`src/rtl/board_io_pkg.sv`:
```
// Shared constants for the board input PIO: CSR word offsets, data width and channel limit.
package board_io_pkg;

  localparam int CSR_W  = 32;
  localparam int MAX_CH = 32;

  localparam logic [1:0] DATA_OFS = 2'd0;
  localparam logic [1:0] EDGE_OFS = 2'd1;
  localparam logic [1:0] MASK_OFS = 2'd2;
  localparam logic [1:0] RAW_OFS  = 2'd3;

endpackage

```
`src/rtl/debounce_ch.sv`:
```
// One input channel: 2-FF synchronizer, polarity fix-up and stability counter.
// take pulses high in the cycle whose clock edge loads sync into stable.
module debounce_ch #(
  parameter int   DEBOUNCE_CYCLES = 50000,
  parameter logic INVERT          = 1'b0
) (
  input  logic clk,
  input  logic rst_n,
  input  logic pin,
  output logic sync,
  output logic stable,
  output logic take
);

  localparam int CNT_W = $clog2(DEBOUNCE_CYCLES);
  localparam logic [CNT_W-1:0] CNT_MAX = CNT_W'(DEBOUNCE_CYCLES - 1);

  logic             meta_r;
  logic             sync_r;
  logic             stable_r;
  logic [CNT_W-1:0] cnt_r;
  logic             take_s;

  // Inversion sits ahead of the first flop so a cleared synchronizer means
  // "inactive" and an idle active-low key does not start a count out of reset.
  always_ff @(posedge clk or negedge rst_n) begin
    if (!rst_n) begin
      meta_r <= 1'b0;
      sync_r <= 1'b0;
    end else begin
      meta_r <= pin ^ INVERT;
      sync_r <= meta_r;
    end
  end

  assign take_s = (sync_r != stable_r) && (cnt_r == CNT_MAX);

  // Stability counter: restarts whenever input matches stable, saturates into a take.
  always_ff @(posedge clk or negedge rst_n) begin
    if (!rst_n) begin
      stable_r <= 1'b0;
      cnt_r    <= '0;
    end else if (sync_r == stable_r) begin
      cnt_r    <= '0;
    end else if (take_s) begin
      stable_r <= sync_r;
      cnt_r    <= '0;
    end else begin
      cnt_r    <= cnt_r + CNT_W'(1);
    end
  end

  assign sync   = sync_r;
  assign stable = stable_r;
  assign take   = take_s;

endmodule

```
`src/rtl/board_input_pio.sv`:
```
// Debounced board input PIO with Avalon-MM CSRs and a level interrupt.
// Define INPUT_PIO_BOTH_EDGES_EN to latch edge events on release as well as press.
module board_input_pio
  import board_io_pkg::*;
#(
  parameter int              N_CH            = 14,
  parameter int              DEBOUNCE_CYCLES = 50000,
  parameter logic [N_CH-1:0] INVERT_MASK     = 14'h3C00
) (
  input  logic            clk_clk,
  input  logic            reset_reset_n,
  input  logic [N_CH-1:0] pins_export,
  input  logic [1:0]      address,
  input  logic            read,
  input  logic            write,
  input  logic [31:0]     writedata,
  output logic [31:0]     readdata,
  output logic            irq
);

  logic [N_CH-1:0]  sync_s;
  logic [N_CH-1:0]  stable_s;
  logic [N_CH-1:0]  take_s;
  logic [N_CH-1:0]  ev_s;
  logic [N_CH-1:0]  w1c_s;
  logic [N_CH-1:0]  edge_r;
  logic [N_CH-1:0]  mask_r;
  logic [CSR_W-1:0] rd_mux_s;
  logic [CSR_W-1:0] readdata_r;
  logic             irq_r;

  for (genvar i = 0; i < N_CH; i++) begin : g_ch
    debounce_ch #(
      .DEBOUNCE_CYCLES (DEBOUNCE_CYCLES),
      .INVERT          (INVERT_MASK[i])
    ) u_ch (
      .clk    (clk_clk),
      .rst_n  (reset_reset_n),
      .pin    (pins_export[i]),
      .sync   (sync_s[i]),
      .stable (stable_s[i]),
      .take   (take_s[i])
    );
  end

  // Edge event: a take whose new stable value is 1 is a press.
  always_comb begin
`ifdef INPUT_PIO_BOTH_EDGES_EN
    ev_s = take_s;
`else
    ev_s = take_s & sync_s;
`endif
  end

  // Write-1-to-clear mask for the EDGE register.
  always_comb begin
    if (write && (address == EDGE_OFS)) begin
      w1c_s = writedata[N_CH-1:0];
    end else begin
      w1c_s = '0;
    end
  end

  // CSR read mux; unused upper bits stay zero.
  always_comb begin
    rd_mux_s = '0;
    case (address)
      DATA_OFS: rd_mux_s[N_CH-1:0] = stable_s;
      EDGE_OFS: rd_mux_s[N_CH-1:0] = edge_r;
      MASK_OFS: rd_mux_s[N_CH-1:0] = mask_r;
      RAW_OFS:  rd_mux_s[N_CH-1:0] = sync_s;
      default:  rd_mux_s = '0;
    endcase
  end

  // Edge capture: a new event outranks a same-cycle clear.
  always_ff @(posedge clk_clk or negedge reset_reset_n) begin
    if (!reset_reset_n) begin
      edge_r <= '0;
    end else begin
      edge_r <= (edge_r & ~w1c_s) | ev_s;
    end
  end

  // Interrupt mask register.
  always_ff @(posedge clk_clk or negedge reset_reset_n) begin
    if (!reset_reset_n) begin
      mask_r <= '0;
    end else if (write && (address == MASK_OFS)) begin
      mask_r <= writedata[N_CH-1:0];
    end else begin
      mask_r <= mask_r;
    end
  end

  // Read data and interrupt are registered; reads see pre-write register values.
  always_ff @(posedge clk_clk or negedge reset_reset_n) begin
    if (!reset_reset_n) begin
      readdata_r <= '0;
      irq_r      <= 1'b0;
    end else begin
      if (read) begin
        readdata_r <= rd_mux_s;
      end else begin
        readdata_r <= readdata_r;
      end
      irq_r <= |(edge_r & mask_r);
    end
  end

  assign readdata = readdata_r;
  assign irq      = irq_r;

endmodule

```
`config.mk`:
```
export PLATFORM = sky130hd
export DESIGN_NAME = board_input_pio
export DESIGN_NICKNAME = d
export VERILOG_FILES = /design/src/rtl/board_io_pkg.sv /design/src/rtl/debounce_ch.sv /design/src/rtl/board_input_pio.sv
export SDC_FILE = /design/constraint.sdc
export NUM_CORES = 1
export LEC_CHECK = 0
export CAP_MARGIN = 20
export CELL_PAD_IN_SITES_DETAIL_PLACEMENT = 0
export CELL_PAD_IN_SITES_GLOBAL_PLACEMENT = 1
export CORE_UTILIZATION = 50
export CTS_BUF_LIST = sky130_fd_sc_hd__clkbuf_2 sky130_fd_sc_hd__clkbuf_4 sky130_fd_sc_hd__clkbuf_8
export CTS_CLUSTER_DIAMETER = 200
export DETAILED_ROUTE_END_ITERATION = 7
export PLACE_DENSITY = 0.92
export SLEW_MARGIN = 15
export SYNTH_ARGS = -nofsm -noshare
export SYNTH_HDL_FRONTEND = slang
export SYNTH_HIERARCHICAL = 1
export SYNTH_SLANG_ARGS = --single-unit
```
`constraint.sdc`:
```
create_clock -name clk_clk -period 2.3 [get_ports clk_clk]
set_input_delay 0.23 -clock clk_clk [delete_from_list [all_inputs] [get_ports clk_clk]]
set_output_delay 0.23 -clock clk_clk [all_outputs]
set_load 0.1 [all_outputs]
```
==> impl_results.md, run 1 <==
* Setup slack, reg-to-reg at between 0.2 and 0.3 ns
* Max VDD drop at about 440 µV
* DR vias/cell at 5.39
* Average wire per standard cell at 15.4 µm
* Yosys top cell area share at 0.519
* Commonest cells in the netlist: dfrtp_1, nor2_1, xnor2_1
* Final std cells w/o fill at approximately 1900
* CP required at between 2 and 3 ns
* Worst EP arrival at about 2.5 ns
* Post-synth EDFFs at 0
* Clk sinks at about 310
* Port buffer count at 48
* Hold endpoint: g_ch[2].u_ch/meta_r
* Worst Reg-to-Reg Cells at 3
* Die area at 30500 µm²
* Sum of negative setup slack at 0 ns
* Fraction of layout cells with a size suffix above 1 at 0.163
* Clock Latency Late Sink at around 0.56 ns
* Yosys warns at 6
* Measured slew at the worst slew-check pin at about 0.86 ns
* DR WL met3 at between 1 and 1.5 mm
* DR top layer: met4
* Worst r2r dst: g_ch[5].u_ch/stable
* Num CTS Buffers at 52
* Violation count after the first detailed-route iteration at 587
* Core box area at slightly below 30000 µm²
* Nets@finish at between 1500 and 2000
* Sequential share of the synthesized area at 0.519
* Post-synth top area cell: dfrtp_1
* Reg-to-reg critical path startpoint: g_ch[5].u_ch/cnt_r[5]
* Final period utilization at 0.874
* Residual DRC at 0
* Row count at between 60 and 70
* Final Max Slew Viols at 0
* Post-DRT Antenna Nets at 0
* Chip Width at between 150 and 200 µm
* Main synth FF type: dfrtp_1
* Maximum capacitance violations at 0
* Worst slack at placement at slightly below 0.3 ns
* Min-delay src: pins_export[2]
* Number of hold buffers added after CTS at 1
* Total GRT Usage at 0.198
* Hold crit path type: in2reg
* Most frequent cell after synthesis: dfrtp_1
* Largest cells by area after synthesis: dfrtp_1, xnor2_1, nor2_1, xor2_1, nand4_1
* Hold Vio Cnt, Final at 0
* Root Driver: clkbuf_8
* First-pass GRT wire length at roughly 50 mm
* Leakage at between 0.007 and 0.008 µW
* Syn Area/Cell at ~11 µm²
* Setup ws final at approximately 0.29 ns
* P per Cell Area at roughly 730 nW/µm²
* Post-Route M1 WL at about 14 mm
* Synth cell types at 36
* Post-Route WL at between 20 and 30 mm
* Hold path cells at 1
* DP Cell Count at between 1500 and 2000
* First drt pass iteration count at 4
* Max_slew headroom at 0.428
* RSZ-0062 raised after global routing: false
* Diodes inserted at 0
* Setup violators final at 0
* Post-CTS sizing at 0
* Post-synthesis cell area at 14900 µm²
* Post-route minimum period at approximately 2 ns
* Worst Clk Skew at around 0.014 ns
* Vias in the first global route at roughly 10000
* Layout area overhead at 14.0%
* GRT Residual Overflow at 0
* Die height at 175 µm
* Outcome: complete, no violations
* Setup Fix Bufs, Post-CTS at 0
* Ys async rst share at 1.00
* Vias at 10200
* Hold slack at 0.0991 ns
* Largest net degree at the start of global routing at a little under 80
* FMAX at between 400 and 500 MHz
* DP HPWL at 19.2 mm
* Clock slew at reported path FFs at 0.07 ns
* Met2 routed WL at approximately 13 mm
* Initial antenna violation count at 0
* #FFs+latches synth at roughly 310
* Mapped Cells at approximately 1400
* GPL Wtd Cong at roughly 0.81
* Top-level I/O count at 85
* CTS tree: built
* Clk buf depth at 3
* Critical path capture point type: flip-flop
* Worst Setup Start Kind: flip-flop
* H-tree depth at 2
* Worst Path Max Fanout at 5
* Critical path class: reg2reg
* Starting density of the core at 0.513
cells in the final DEF, fill, tap and decap left out, types with 15 or more instances in the layout:
| master | instances |
|---|---|
| a22o_1 | 15 |
| buf_4 | 33 |
| clkbuf_8 | 65 |
| clkdlybuf4s50_1 | 31 |
| conb_1 | 18 |
| dfrtp_1 | 309 |
| inv_1 | 32 |
| mux2_2 | 22 |
| mux2_4 | 20 |
| nand2_1 | 79 |
| nand3_1 | 70 |
| nand4_1 | 57 |
| nor2_1 | 238 |
| nor3_1 | 42 |
| nor4_1 | 56 |
| or4b_1 | 28 |
| xnor2_1 | 140 |
| xor2_1 | 70 |
metal layers:
layer | vias up | track usage
met5 | - | 0
li1 | 4936 | -
met1 | 5003 | 0.280
met2 | 184 | 0.309
met4 | 0 | 0.0681
met3 | 59 | 0.0357
final cells by class:
cell class | instances | area [µm²]
Multi-Input combinational cell | 997 | 6710
Fill cell | 2426 | 12000
Sequential cell | 309 | 7730
Timing Repair Buffer | 71 | 668
Clock inverter | 20 | 275
Inverter | 32 | 120
Clock buffer | 76 | 977
Tap cell | 384 | 480
cell families after synthesis:
group,share of synthesized area
AND/OR/NAND/NOR,0.242
other,0.000252
buffers and inverters,0.0340
AO/OA/AOI/OAI,0.0227
adder cells (fa/ha/maj),0.0118
flip-flops,0.519
XOR/XNOR,0.124
multiplexers,0.0462
power by group:
group          switching, µW  internal [µW]  total [µW]  leakage, µW
logic                    669            263         933      0.00228
registers                158           5600        5750      0.00418
clock network           2250           3520        5770     0.000668
total                   3080           9380       12500      0.00712
flip-flops by register name (all words and copies together), names as in the netlist:
| signal | flops |
|---|---|
| edge_r | 14 |
| irq | 1 |
| g_ch.u_ch/stable | 14 |
| g_ch.u_ch/sync | 14 |
| mask_r | 14 |
| g_ch.u_ch/meta_r | 14 |
| g_ch.u_ch/cnt_r | 224 |
| readdata | 14 |
worst max-delay path by stage:
| stage | start | to | slack [ns] | cells past startpoint |
|---|---|---|---|---|
| after floorplan | g_ch[0].u_ch/cnt_r[5] | g_ch[0].u_ch/stable | 0.39 | 3 |
| after global placement | g_ch[6].u_ch/cnt_r[10] | g_ch[6].u_ch/stable | 0.32 | 3 |
| after detailed placement | g_ch[9].u_ch/cnt_r[10] | g_ch[9].u_ch/stable | 0.30 | 3 |
| after CTS | g_ch[9].u_ch/cnt_r[10] | g_ch[9].u_ch/stable | 0.29 | 3 |
| after global routing | g_ch[3].u_ch/cnt_r[5] | edge_r[3] | 0.23 | 4 |
| final | g_ch[5].u_ch/cnt_r[5] | g_ch[5].u_ch/stable | 0.29 | 3 |
critical path, cell delays in order, from the launching register on:
cell and delay, ns:
dfrtp_1 0.44, or4b_1 0.54, or4_4 0.59, mux2_4 0.32
stage by stage:
stage               power [µW]  utilization  instance area [µm²]
global placement          6770        0.541                15700
finish                   12500        0.585                17000
global route             12900        0.585                17000
detailed placement        6790        0.541                15700
floorplan                 6480            -                15000
CTS                      12600        0.585                17000
No activity file was read; power rests on OpenSTA's default activity.
==> inputs of run 2 (changes only) <==
--- a/config.mk
+++ b/config.mk
@@ -8,6 +8,7 @@
 export CAP_MARGIN = 20
 export CELL_PAD_IN_SITES_DETAIL_PLACEMENT = 0
 export CELL_PAD_IN_SITES_GLOBAL_PLACEMENT = 1
+export CORE_ASPECT_RATIO = 0.8
 export CORE_UTILIZATION = 50
 export CTS_BUF_LIST = sky130_fd_sc_hd__clkbuf_2 sky130_fd_sc_hd__clkbuf_4 sky130_fd_sc_hd__clkbuf_8
 export CTS_CLUSTER_DIAMETER = 200
==> run 2 against run 1 <==
Against the previous run: clock-buffer cell count unchanged; die area about the same; worst setup slack worse by 0.0066 ns; power down 8.8%; routed wire length down 0.99%; via count down 1.1%; largest cell class unchanged; highest routed layer unchanged.
==> impl_results.md, run 2 (synthesized netlist as in run 1, its figures left out) <==
* Util after Layout at 0.570 (-0.0149)
* Post-CTS sizing at 0 (unchanged)
* Measured slew at the worst slew-check pin at 0.925 ns (+0.0664 ns)
* Worst Clk Skew at 0.0291 ns (+0.0148 ns)
* Layout area overhead at 12.1%
* Vias in the first global route at 9854 (-3.6%)
* RSZ-0062 raised after global routing: false
* Setup slack, reg-to-reg at 0.28 ns (about the same)
* Initial antenna violation count at 1 (+1)
* Max_slew headroom at 0.383 (-0.0443)
* Post-DRT Antenna Nets at 0 (unchanged)
* H-tree depth at 2 (unchanged)
* DP HPWL at 19.2 mm (-0.37%)
* Worst Path Max Fanout at 6 (+1)
* Num CTS Buffers at 49 (-5.8%)
* Worst Setup Start Kind: flip-flop
* Root Driver: clkbuf_8
* P per Cell Area at 681 nW/µm² (-7.3%)
* DR vias/cell at 5.38 (-0.11%)
* Max VDD drop at 449 µV (+1.9%)
* Final std cells w/o fill at 1871 (-0.95%)
* Critical path class: reg2reg
* Post-Route WL at 28.7 mm (-0.99%)
* Top-level I/O count at 85 (unchanged)
* Switching share of power at 0.257 (+0.00952)
* Core box area at 29300 µm² (+0.95%)
* DP Cell Count at 1785 (-0.39%)
* Worst slack at placement at 0.305 ns (+0.00875 ns)
* Grt met3 use at 0.0373 (+0.00163)
* Most frequent cells in the layout: dfrtp_1, nor2_1, xnor2_1
* Nets@finish at 1526 (-0.20%)
* CP required at 2.79 ns (+0.04 ns)
* Final period utilization at 0.877 (+0.00285)
* Clk pwr share at 0.411 (-0.052)
* Leakage at 0.00698 µW (-2.0%)
* Average wire per standard cell at 15.3 µm (about the same)
* Hold crit path type: in2reg
* Clk sinks at 309 (unchanged)
* Clock slew at reported path FFs at 0.06 ns (about the same)
* Port buffer count at 48 (unchanged)
* Starting density of the core at 0.508 (-0.00482)
* Die height at 156 µm (-10%)
* Layer with the highest usage: met2
* Clk buf depth at 3 (unchanged)
* Setup ws final at 0.282 ns (-0.00655 ns)
* Clock Latency Late Sink at 0.58 ns (+0.02 ns)
* Internal power at 8450 µW (-9.9%)
* Setup Fix Bufs, Post-CTS at 0 (unchanged)
* Vias at 10100 (-1.1%)
* Most flop-heavy register: g_ch.u_ch/cnt_r
* Post-route minimum period at 2.02 ns (+0.00655 ns)
* CTS tree: built
* GRT met2 Usage at 0.297 (-0.0122)
* Commonest non-fill, non-tap cell in the layout: dfrtp_1
* Sum of negative setup slack at 0 ns (unchanged)
* Hold Vio Cnt, Final at 0 (unchanged)
* Worst EP arrival at 2.51 ns (+0.05 ns)
* GR Layer Usage met1 at 0.290 (+0.0103)
* Row count at 56 (-9.7%)
* FMAX at 496 MHz (-0.32%)
* Sequential fraction of design power at 0.506 (+0.044)
* Total GRT Usage at 0.197 (-0.00130)
* Switching pwr at 2920 µW (-5.3%)
* Comb power frac at 0.083 (+0.008)
* Setup violators final at 0 (unchanged)
* Violation count after the first detailed-route iteration at 481 (-18%)
* Filler Cells Inserted at 2475 (+2.0%)
* Total Power at 11400 µW (-8.8%)
* Max FFs per register at 224 (unchanged)
* Fraction of layout cells with a size suffix above 1 at 0.157 (-0.00672)
* Maximum capacitance violations at 0 (unchanged)
* Chip Width at 195 µm (+12%)
* GRT Residual Overflow at 0 (unchanged)
* Die area at 30500 µm² (about the same)
* Critical path capture point type: flip-flop
* GPL Wtd Cong at 0.839 (+3.6%)
* Largest net degree at the start of global routing at 79 (+1.3%)
* Outcome: complete, no violations
* First drt pass iteration count at 5 (+1)
* Final Max Slew Viols at 0 (unchanged)
* Residual DRC at 0 (unchanged)
* First-pass GRT wire length at 49.2 mm (-1.4%)
-- run 2: cell count changes in the layout (fill, tap and decap cells not counted) --
cell,change
diode_2,+1
clkinvlp_4,+2
clkbuf_8,-6
clkbuf_4,+6
bufinv_16,-7
clkinv_2,-7
-- run 2: repair_timing --
item	CTS	global route
hold buffers	1	0
setup endpoints to repair	0	0
hold endpoints to repair	59	0
-- run 2: worst paths after layout --
check	from	cells after the start	to
max in group asynchronous	reset_reset_n	3	g_ch[0].u_ch/cnt_r[10]
worst max-delay path	g_ch[1].u_ch/cnt_r[10]	4	edge_r[1]
worst max register to register	g_ch[1].u_ch/cnt_r[10]	4	edge_r[1]
min in group asynchronous	reset_reset_n	2	g_ch[6].u_ch/cnt_r[7]
worst min register to register	g_ch[9].u_ch/meta_r	0	g_ch[9].u_ch/sync
worst min-delay path	pins_export[2]	1	g_ch[2].u_ch/meta_r
-- run 2: metrics by stage --
stage | hold slack, ns | instance area, µm²
after CTS | 0.0417 | 16700
after global routing | 0.0678 | 16700
after detailed placement | 0.231 | 15700
after floorplan | -0.0656 | 15000
after global placement | 0.233 | 15700
final | 0.0805 | 16700
-- run 2: cell type report --
class,count,area (µm²),share of cell area
Sequential cell,309,7730,0.463
Antenna cell,1,2.50,0.000150
Multi-Input combinational cell,997,6710,0.402
Clock inverter,8,45.0,0.00270
Inverter,32,120,0.00720
Timing Repair Buffer,71,668,0.0400
Tap cell,377,472,0.0283
Clock buffer,76,940,0.0563
-- run 2: worst max-delay path: stages, from the launching register on --
cell and delay (ns):
dfrtp_1 0.44, or4b_1 0.55, or4_4 0.57, and2b_2 0.24, a22o_1 0.13
-- run 2: power groups by stage --
stage	Sequential, µW	Combinational [µW]	Clock, µW
after floorplan	6000	481	0
after global placement	5840	936	0
after detailed placement	5850	950	0
after CTS	5750	955	4810
after global routing	5770	1020	5050
final	5750	941	4670
-- run 2: routing by layer --
layer,up-vias,wire [µm]
met5,-,0
met1,4947,14400
met4,0,422
li1,4932,-
met2,157,12800
met3,38,1080
==> inputs of run 3 (changes only) <==
--- a/config.mk
+++ b/config.mk
@@ -14,8 +14,10 @@
 export CTS_CLUSTER_DIAMETER = 200
 export DETAILED_ROUTE_END_ITERATION = 7
 export PLACE_DENSITY = 0.92
+export REMOVE_ABC_BUFFERS = 1
 export SLEW_MARGIN = 15
 export SYNTH_ARGS = -nofsm -noshare
 export SYNTH_HDL_FRONTEND = slang
 export SYNTH_HIERARCHICAL = 1
 export SYNTH_SLANG_ARGS = --single-unit
+export TNS_END_PERCENT = 10
==> constraint.sdc (replaced) <==
create_clock -name clk_clk -period 1.9 [get_ports clk_clk]
set_input_delay 0.19 -clock clk_clk [delete_from_list [all_inputs] [get_ports clk_clk]]
set_output_delay 0.19 -clock clk_clk [all_outputs]
set_load 0.1 [all_outputs]
==> run 3 against run 2 <==
Against the previous run: the flow now finishes with violations (setup timing); clock skew down 0.017 ns; clock power rose by 31%; design area grew 6.6%; sequential power increased by 21%; critical path depth decreased by 1; die area unchanged; routed wire length grew 6.6%; via count grew 5.7%; critical endpoint is now g_ch[2].u_ch/stable; sequential share of layout area is 2.9 points lower.
==> impl_results.md, run 3 (synthesized netlist as in run 1, its figures left out) <==
* Critical path class: reg2reg
* Commonest non-fill, non-tap cell in the layout: dfrtp_1
* Nets@finish at 1646 (+7.9%)
* Die height at 156 µm (unchanged)
* Post-Route WL at 30.6 mm (+6.6%)
* Total GRT Usage at 0.207 (+0.0104)
* Starting density of the core at 0.508 (unchanged)
* Final Max Slew Viols at 0 (unchanged)
* Post-DRT Antenna Nets at 0 (unchanged)
* CP top delay family: simple AND/OR/NAND/NOR gates
* GRT Residual Overflow at 0 (unchanged)
* Vias in the first global route at 10600 (+7.2%)
* Measured slew at the worst slew-check pin at 0.557 ns (-0.368 ns)
* Hold slack at 0.0640 ns (-0.0165 ns)
* Initial antenna violation count at 1 (unchanged)
* CP cell instances: or4b_4, or4_4, mux2_4
* Most flop-heavy register: g_ch.u_ch/cnt_r
* Hold crit path type: in2reg
* Buf/Inv on CP at 0 (unchanged)
* P per Cell Area at 800 nW/µm² (+17%)
* FMAX at 511 MHz (+3.1%)
* Fraction of layout cells with a size suffix above 1 at 0.228 (+0.0710)
* CTS tree: built
* GPL Wtd Cong at 0.822 (-2.1%)
* Row count at 56 (unchanged)
* First drt pass iteration count at 5 (unchanged)
* Max VDD drop at 465 µV (+3.7%)
* Final period utilization at 1.03 (+0.152)
* Violation count after the first detailed-route iteration at 681 (+42%)
* Most frequent cells in the layout: dfrtp_1, nor2_1, buf_4
* Worst Setup Start Kind: flip-flop
* Port buffer count at 48 (unchanged)
* CP peak stage delay at 0.60 ns (+0.03 ns)
* Average wire per standard cell at 15.4 µm (about the same)
* CP max stage cell: or4_4
* Max FFs per register at 224 (unchanged)
* RSZ-0062 raised after global routing: true
* Clock slew at reported path FFs at 0.06 ns (about the same)
* Largest net degree at the start of global routing at 62 (-22%)
* Setup violators final at 25 (+25)
* Max_slew headroom at 0.629 (+0.246)
* H-tree depth at 2 (unchanged)
* CP required at 2.35 ns (-0.44 ns)
* Worst Clk Skew at 0.0126 ns (-0.0165 ns)
* Maximum capacitance violations at 0 (unchanged)
* Design area at 17800 µm² (+6.6%)
* Worst EP arrival at 2.40 ns (-0.11 ns)
* Setup ws final at -0.0564 ns (-0.339 ns)
* Worst Path Max Fanout at 4 (-2)
* Clk buf depth at 3 (unchanged)
* Die area at 30500 µm² (unchanged)
* First-pass GRT wire length at 51.8 mm (+5.2%)
* Leakage at 0.00773 µW (+11%)
* Hold Vio Cnt, Final at 0 (unchanged)
* Dpl cell area at 16600 µm² (+5.8%)
* Layout area overhead at 19.5%
* Diodes inserted at 0 (-1)
* Critical path capture point type: flip-flop
* Post-route minimum period at 1.96 ns (-0.0614 ns)
* Residual DRC at 0 (unchanged)
* Clk sinks at 309 (unchanged)
* Vias at 10600 (+5.7%)
* Root Driver: clkbuf_8
* Outcome: finished with violations
* Util after Layout at 0.608 (+0.0376)
* Failing checks: setup timing
* DR vias/cell at 5.34 (-0.78%)
* Chip Width at 195 µm (unchanged)
* Top-level I/O count at 85 (unchanged)
* Num CTS Buffers at 50 (+2.0%)
* Core box area at 29300 µm² (unchanged)
* DP HPWL at 21.1 mm (+10%)
* Clock Latency Late Sink at 0.57 ns (about the same)
## run 3: cell types whose count changed in the layout (fill, tap and decap cells not counted), moves of 2 or more
cell | previous run | this run
clkinvlp_4 | 2 | 0
nand2_8 | 0 | 3
buf_4 | 33 | 149
or4b_4 | 0 | 11
or4b_1 | 28 | 17
nand2_4 | 14 | 11
clkbuf_8 | 59 | 67
clkbuf_4 | 17 | 15
buf_12 | 4 | 7
## run 3: layer usage
layer,wire [µm],up-vias,global-route usage
met2,14400,163,0.334
li1,-,5182,-
met4,578,2,0.0585
met1,14500,5245,0.290
met5,10,-,0
met3,1160,55,0.0369
## run 3: per-stage QoR
| stage | cells | setup slack (ns) | setup TNS [ns] | power (µW) |
|---|---|---|---|---|
| 5_1_grt | 1993 | -0.0815 | -4.63 | 14800 |
| 2_1_floorplan | 1338 | -0.0131 | -0.183 | 7750 |
| 3_3_place_gp | 1901 | -0.0418 | -0.224 | 8220 |
| 3_5_place_dp | 1901 | -0.0519 | -0.468 | 8250 |
| 4_1_cts | 1990 | -0.0519 | -0.516 | 14400 |
| 6_report | 1993 | -0.0564 | -0.606 | 14200 |
## run 3: worst paths after layout
kind	startpoint	depth (start not counted)	end	slack (ns)
min	pins_export[2]	1	g_ch[2].u_ch/meta_r	0.06
max in group asynchronous	reset_reset_n	3	g_ch[2].u_ch/meta_r	1.03
min reg2reg	g_ch[0].u_ch/meta_r	0	g_ch[0].u_ch/sync	0.35
min in group asynchronous	reset_reset_n	2	g_ch[2].u_ch/cnt_r[11]	0.17
max reg2reg	g_ch[2].u_ch/cnt_r[5]	3	g_ch[2].u_ch/stable	-0.06
max	g_ch[2].u_ch/cnt_r[5]	3	g_ch[2].u_ch/stable	-0.06
## run 3: what timing repair did
item | in CTS | in global routing
gates cloned | 0 | 0
endpoints found under the setup margin | 44 | 209
hold buffers | 1 | 0
pin swaps | 29 | 19
hold endpoints to repair | 107 | 0
gates resized for setup | 6 | 8
buffers inserted | 0 | 3
## run 3: layout make-up
| type | count | area (µm²) |
|---|---|---|
| Clock buffer | 82 | 1030 |
| Clock inverter | 6 | 55.1 |
| Fill cell | 2345 | 11500 |
| Inverter | 32 | 120 |
| Multi-Input combinational cell | 997 | 6780 |
| Sequential cell | 309 | 7730 |
| Tap cell | 377 | 472 |
| Timing Repair Buffer | 190 | 1600 |
## run 3: power breakdown
group	switching (µW)	internal, µW
registers	196	6780
logic	821	340
clock network	2540	3550
